`config.mk`:
```
export PLATFORM = sky130hd
export DESIGN_NAME = regfile_wb_arbiter
export DESIGN_NICKNAME = d
export VERILOG_FILES = /design/src/rtl/regfile_wb_arbiter_pkg.sv /design/src/rtl/regfile_wb_arbiter_rr.sv /design/src/rtl/regfile_wb_arbiter.sv
export SDC_FILE = /design/constraint.sdc
export NUM_CORES = 1
export LEC_CHECK = 0
export ABC_AREA = 1
export BUFFER_PORTS_ARGS = -buffer_cell sky130_fd_sc_hd__buf_2
export CAP_MARGIN = 15
export CORE_ASPECT_RATIO = 0.9
export CORE_MARGIN = 3
export CORE_UTILIZATION = 39
export CTS_BUF_LIST = sky130_fd_sc_hd__clkbuf_8
export DETAILED_ROUTE_END_ITERATION = 7
export PLACE_DENSITY = 0.67
export SYNTH_ARGS = -nofsm -noshare
export SYNTH_HDL_FRONTEND = slang
export SYNTH_HIERARCHICAL = 1
export SYNTH_SLANG_ARGS = --single-unit
```
`constraint.sdc`:
```
create_clock -name clk -period 3 [get_ports clk]
set_input_delay 0.75 -clock clk [delete_from_list [all_inputs] [get_ports clk]]
set_output_delay 0.75 -clock clk [all_outputs]
set_load 0.1 [all_outputs]
```
`src/rtl/regfile_wb_arbiter_pkg.sv`:
```
// rtl/regfile_wb_arbiter_pkg.sv - shared constants for the writeback arbiter
package regfile_wb_arbiter_pkg;

    localparam int NREQ = 3;
    localparam int DW   = 32;
    localparam int AW   = 5;

    localparam int REQ_ALU = 0;
    localparam int REQ_LSU = 1;
    localparam int REQ_MDU = 2;

    localparam logic [AW-1:0] ZERO_REG = '0;

endpackage

```
`src/rtl/regfile_wb_arbiter_rr.sv`:
```
// rtl/regfile_wb_arbiter_rr.sv - round-robin arbiter with one-hot grant
module rr_arbiter #(
    parameter int NREQ = 3
) (
    input  logic            clk,
    input  logic            rst,
    input  logic [NREQ-1:0] req_i,
    output logic [NREQ-1:0] grant_o
);

    localparam int PW = (NREQ > 1) ? $clog2(NREQ) : 1;

    logic [PW-1:0] ptr_q;
    logic [PW-1:0] ptr_d;
    logic [PW-1:0] idx;
    logic          found;

    // Search upward from the pointer; the winner's successor becomes the new pointer.
    always_comb begin
        grant_o = '0;
        ptr_d   = ptr_q;
        found   = 1'b0;
        idx     = '0;
        for (int k = 0; k < NREQ; k++) begin
            idx = PW'((int'(ptr_q) + k) % NREQ);
            if (!found && !rst && req_i[idx]) begin
                grant_o[idx] = 1'b1;
                found        = 1'b1;
                ptr_d        = PW'((int'(idx) + 1) % NREQ);
            end
        end
    end

    always_ff @(posedge clk or posedge rst) begin
        if (rst) begin
            ptr_q <= '0;
        end else begin
            ptr_q <= ptr_d;
        end
    end

endmodule

```
`src/rtl/regfile_wb_arbiter.sv`:
```
// rtl/regfile_wb_arbiter.sv - shares the register-file write port and tracks pending writes
module regfile_wb_arbiter
    import regfile_wb_arbiter_pkg::*;
#(
    parameter int NREQ = regfile_wb_arbiter_pkg::NREQ,
    parameter int DW   = regfile_wb_arbiter_pkg::DW,
    parameter int AW   = regfile_wb_arbiter_pkg::AW
) (
    input  logic               clk,
    input  logic               rst,
    input  logic [NREQ-1:0]    req_valid,
    output logic [NREQ-1:0]    req_ready,
    input  logic [NREQ*AW-1:0] req_addr,
    input  logic [NREQ*DW-1:0] req_data,
    output logic               rf_we,
    output logic [AW-1:0]      rf_waddr,
    output logic [DW-1:0]      rf_wdata,
    input  logic               sb_set,
    input  logic [AW-1:0]      sb_set_addr,
    input  logic [AW-1:0]      rs_addr,
    input  logic [AW-1:0]      rt_addr,
    output logic               rs_busy,
    output logic               rt_busy
);

    localparam int NREG = 1 << AW;

    logic [NREQ-1:0] grant;
    logic            any_grant;
    logic [AW-1:0]   sel_addr;
    logic [DW-1:0]   sel_data;

    logic            we_q,    we_d;
    logic [AW-1:0]   waddr_q, waddr_d;
    logic [DW-1:0]   wdata_q, wdata_d;
    logic [NREG-1:0] sb_q,    sb_d;

    rr_arbiter #(.NREQ(NREQ)) u_arb (
        .clk     (clk),
        .rst     (rst),
        .req_i   (req_valid),
        .grant_o (grant)
    );

    assign req_ready = grant;
    assign any_grant = |grant;

    always_comb begin
        sel_addr = '0;
        sel_data = '0;
        for (int i = 0; i < NREQ; i++) begin
            if (grant[i]) begin
                sel_addr = sel_addr | req_addr[i*AW +: AW];
                sel_data = sel_data | req_data[i*DW +: DW];
            end
        end
    end

    // Writes to register 0 still handshake but never reach the register file.
    always_comb begin
        we_d    = any_grant && (sel_addr != AW'(ZERO_REG));
        waddr_d = any_grant ? sel_addr : waddr_q;
        wdata_d = any_grant ? sel_data : wdata_q;
    end

    // Clear is applied before set so a newer producer keeps the register busy.
    always_comb begin
        sb_d = sb_q;
        if (we_q) begin
            sb_d[waddr_q] = 1'b0;
        end
        if (sb_set) begin
            sb_d[sb_set_addr] = 1'b1;
        end
        sb_d[0] = 1'b0;
    end

    always_ff @(posedge clk or posedge rst) begin
        if (rst) begin
            we_q    <= 1'b0;
            waddr_q <= '0;
            wdata_q <= '0;
            sb_q    <= '0;
        end else begin
            we_q    <= we_d;
            waddr_q <= waddr_d;
            wdata_q <= wdata_d;
            sb_q    <= sb_d;
        end
    end

    assign rf_we    = we_q;
    assign rf_waddr = waddr_q;
    assign rf_wdata = wdata_q;
    assign rs_busy  = sb_q[rs_addr];
    assign rt_busy  = sb_q[rt_addr];

endmodule
```
**Yosys cells after proc, flatten, opt, wreduce, memory -nomap -nowiden**

Index checks and enable logic that the tools add are counted.

- Word-level logic and storage cells: 90
- Output and inout bits: 43
- Input bits: 132
- Bits in registers: 71

- Multiplexer cells: 36
- Add/subtract/negate cells: 5
- Bitwise logic cells: 9
- Reduce and logical (&&, ||, !) cells: 17
- Divide/modulo/power cells: 6
- Magnitude comparators: 12

Operators with widths:

| kind | number |
|---|---|
| $mod 32x3->32 const B | 5 |
| $mux 32 | 5 |
| $or 32x32->32 | 3 |
| $and 32x32->32 | 1 |
| $mod 3x3->32 const B | 1 |
| $not 32->32 | 1 |
| $lt 5x6->1 const B | 4 |
| $mux 5 | 3 |
| $add 2x1->3 const B | 4 |
| $mux 1 | 12 |
| $logic_and 1x1->1 | 11 |
| $bmux 1 s5 | 2 |
| $demux 1 s5 | 2 |
| $ge 5x1->1 const B | 2 |
| $or 5x5->5 | 2 |
| $lt 2x3->1 const B | 3 |
| $mux 3 | 3 |
| $bmux 1 s2 | 3 |
| $demux 1 s2 | 3 |
| $ge 2x1->1 const B | 3 |
| $mux 2 | 3 |
| $or 3x3->3 | 2 |
| $reduce_bool 5->1 | 1 |
| $add 2x2->3 const B | 1 |
| other kinds (3) | 5 |

**Depth between registers and ports, before layout**

- Depth after elaboration: 20
- Gate-level depth with buffers: 16
- Depth with buffers taken out: 15

**Hierarchy**

The synthesis kept the hierarchy.

Modules (own cells, without submodules):

| module | sequential area each (um^2) | area each (um^2) | cells an instance | instances |
|---|---|---|---|---|
| regfile_wb_arbiter | 1,726.7 | 3,804.9 | 524 | 1 |
| rr_arbiter | 50.0 | 436.7 | 73 | 1 |

**Worst setup path before layout**

Ideal clock, no wire load.

- Path type: reg-to-reg
- Start: reg u_arb.ptr_q[0]
- End: reg we_q, in the netlist rf_we
- Cell stages (with the launch flop): 17
- Period minus slack after synthesis: 3.154 ns
- Arrival time: 3.026 ns
- Slack: -0.154 ns
- Required time: 2.871 ns
- Path buffers: 2
- Library setup time: 0.129 ns
- Cells stage by stage: dfrtp_1 -> inv_1 -> ha_1 -> buf_6 -> inv_4 -> nand2_2 -> nand2_2 -> nand3_1 -> nand3_2 -> inv_2 -> nand2_1 -> nand3_1 -> buf_2 -> nand2_1 -> nand3_1 -> nor4_1 -> nand2_1

- Elaborated cells on any way between the ends: 48
- Those cells by class: 2 x add/sub; 3 x div; 6 x order compare; 20 x mux; 4 x bitwise; 13 x reduce/logical

RTL lines:

| element | line | source |
|---|---|---|
| start, declared | regfile_wb_arbiter_rr.sv:13 | `logic [PW-1:0] ptr_q;` |
| start signal, assigned | regfile_wb_arbiter_rr.sv:38 | `ptr_q <= ptr_d;` |
| branches (longest 12 deep; another with $mod 32x3->32) | - |  |
| $mux 3 * | regfile_wb_arbiter_rr.sv:26 | `if (!found && !rst && req_i[idx]) begin` |
| via req_ready[1] | regfile_wb_arbiter.sv:12 | `output logic [NREQ-1:0] req_ready,` |
| $mux 5 | regfile_wb_arbiter.sv:52 | `if (grant[i]) begin` |
| $or 5x5->5 | regfile_wb_arbiter.sv:53 | `sel_addr = sel_addr \| req_addr[i*AW +: AW];` |
| $mux 5 | regfile_wb_arbiter.sv:52 |  |
| $reduce_bool 5->1 | regfile_wb_arbiter.sv:61 | `we_d = any_grant && (sel_addr != AW'(ZERO_REG));` |
| $logic_and 1x1->1 * | regfile_wb_arbiter.sv:61 |  |
| via we_d | regfile_wb_arbiter.sv:33 | `logic we_q, we_d;` |
| end signal, assigned | regfile_wb_arbiter.sv:85 | `we_q <= we_d;` |
| end, declared | regfile_wb_arbiter.sv:33 |  |

Mark *: on every way through the listed nets, which the timed path passes. The select of a mux whose other input is x is not followed.
A chain may end at the register's enable or synchronous reset.

**Worst setup path after layout**

- Start: reg u_arb.ptr_q[0]
- End: out req_ready[1]

- Longest elaborated chain between the ends: 13
- Elaborated cells on any way between the ends: 40
- Those cells by class: 2 x add/sub; 3 x div; 6 x order compare; 17 x mux; 2 x bitwise; 10 x reduce/logical

RTL lines:

| element | line |
|---|---|
| branches (longest 12 deep; another with $mod 32x3->32) | - |
| $mux 3 * | regfile_wb_arbiter_rr.sv:26 |
| end, declared | regfile_wb_arbiter.sv:12 |

Every way passes the cells marked *. The select of a mux whose other input is x is not followed.

==> metrics.cfg <==
[outcome]
status = finished, final reports clean

[setup_path]
crit_fanout = 4
critPathRequiredTime_ns = 2.25
cp.arrival_ns = 2.11
r2r-start = u_arb/ptr_q[0]
critPathKind = flip-flop to output pin
crit_path_start_kind = flip-flop
startpoint = u_arb/ptr_q[0]
critPathCaptureType = output pin

[detailed_routing]
wl_um = 14200
routedWlPerCell_um = 15.8
ant_nets = 0
num_vias = 4786
drt-pass1-iter-count = 5
drc = 0
drtIter0Drc = 332
viasPerCell = 5.32

[synthesis]
synth-seq-area-share_pct = 41.9
async_reset_ff_share_pct = 100
dominantRegCellSynth = dfrtp_1
yosysTopAreaCellShare_pct = 41.9
synth-edff-count = 0
netlist_instances = 597
yosys_warnings = 6
syn_area_per_cell_um2 = 7.10
yosysMostFrequentCell = nand2_1
netlist_area_um2 = 4240
synth-seq-cells = 71
yosysTopAreaCell = dfrtp_1
synth_common_cells = nand2_1, nand3_1, dfrtp_1, o21ai_0, inv_1
ys_types = 29
synth_area_leaders = dfrtp_1, nand2_1, nand3_1, o21ai_0, nand4_1
synth_nets = 734

[finish]
area_delta_synth_final_pct = 29.8
final-seq-area_um2 = 1780
antennaDiodeCount = 0
multi_input_area_um2 = 2180
fillCellCount = 1021
nNetsFinal = 903
drive_above_1_share_pct = 29.6

[sta]
finalSetupViolCount = 0
slew_viol_final = 0
period_share_pct = 95.2
final-hold-violation-count = 0
worst_slew_pin_slew_ns = 0.574
timing.fmax_ghz = 0.350
fin_tns_setup_ns = 0
skew_ns = 0.0126
relSlewSlack_pct = 61.7
period_minus_slack_ns = 2.86

[cts]
cts-root-buf = clkbuf_8
cts_setup_buffers = 0
cts_inserted_buffers = 9
cts_tree = done
clock-sinks = 71
htree_levels = 3
clockBufferDepth = 2
worst_skew_pair.late_latency_ns = 0.35
clkTransAtPathRegs_ns = 0.07

[floorplanning]
rows = 35
core_area_um2 = 10400
initial_core_util_pct = 40.7
die_h_um = 105
dieWidth_um = 116
die_area_um2 = 12200
ios = 175

[grt]
grt_pass1_wl_um = 23000
gr-total-overflow = 0
first_global_vias = 4611
antenna_found_initial = 0
grt_max_degree = 39
grt_usage_pct = 23.7

[job]
maxCapViolations = 0

[placement]
portBuffers = 174
place_hpwl_um = 11100
gp_congestion = 0.882

[worst_hold_path]
hp-class = primary input to asynchronous set/reset pin

layout by cell type (no fill, tap or decap), types with 3 or more instances in the layout:
cell / count
nand2_1: 244
buf_2: 169
nand3_1: 85
dfrtp_1: 71
o21ai_0: 63
inv_1: 33
nand4_1: 32
clkbuf_8: 10
nand2_2: 9
buf_4: 7
buf_12: 6
nand3_2: 6
o21bai_1: 4
inv_2: 4
nor2_1: 4
inv_6: 3
sequential cells by signal, indices dropped and copies added, names as in the netlist:
name         flops
u_arb/ptr_q      2
rf_we            1
sb_q            31
rf_waddr         5
rf_wdata        32
layer usage:
metal	part of all wire (%)	track usage, %
met5	0	0
met4	2.6	9.78
met3	6.9	3.30
met2	48	37.9
met1	42	32.1
stage by stage:
stage / cell area, µm² / cells / worst slack (ns) / utilization (%) / hold WS, ns
after floorplan: 4260 / 597 / 0.221 / - / 0.471
after global placement: 5280 / 884 / 0.323 / 50.7 / 0.465
after detailed placement: 5280 / 884 / 0.267 / 50.7 / 0.468
after CTS: 5490 / 900 / 0.0544 / 52.7 / 0.317
after global routing: 5500 / 900 / -0.0162 / 52.8 / 0.336
final: 5500 / 900 / 0.144 / 52.8 / 0.325
path summary, 6_finish.rpt:
| check | to | slack (ns) | cells past startpoint |
|---|---|---|---|
| min | u_arb/ptr_q[0] | 0.32 | 2 |
| max reg2reg | rf_waddr[4] | 0.38 | 16 |
| min in group clk | rf_wdata[18] | 0.48 | 2 |
| max in group asynchronous | sb_q[16] | 1.81 | 3 |
| max | req_ready[1] | 0.14 | 12 |
| min reg2reg | rf_wdata[18] | 0.48 | 2 |
what timing repair did:
action / in CTS / in global routing
pin swaps: 0 / 0
resized for setup: 1 / 3
endpoints found under the setup margin: 1 / 3
endpoints found under the hold margin: 0 / 0
gates cloned: 0 / 0
hold buffers: 0 / 0
layout make-up:
cell class / count / area share (%)
Multi-Input combinational cell: 462 / 39.6
Sequential cell: 71 / 32.3
Timing Repair Buffer: 182 / 18.5
Inverter: 40 / 2.96
Tap cell: 129 / 2.93
Clock buffer: 10 / 2.50
Clock inverter: 6 / 1.23
worst max-delay path, cell delays in order (launching register included):
cell     delay (ns)
dfrtp_1        0.38
inv_1          0.11
ha_2           0.24
inv_1          0.09
nand2_1        0.05
nand2_1        0.05
nand2_1        0.05
nor2_1         0.17
nand3_2        0.14
inv_2          0.09
nand2_1        0.08
nand3_2        0.12
buf_12         0.19
kinds of logic after synthesis:
| family | Yosys count | synth area share [%] |
|---|---|---|
| flip-flops | 71 | 41.9 |
| buffers and inverters | 64 | 7.64 |
| AO/OA/AOI/OAI | 73 | 9.12 |
| AND/OR/NAND/NOR | 384 | 39.9 |
| adder cells (fa/ha/maj) | 5 | 1.47 |
Power is not shown: default switching activity piles up to over one toggle a cycle in this logic, so the estimate is an artifact.
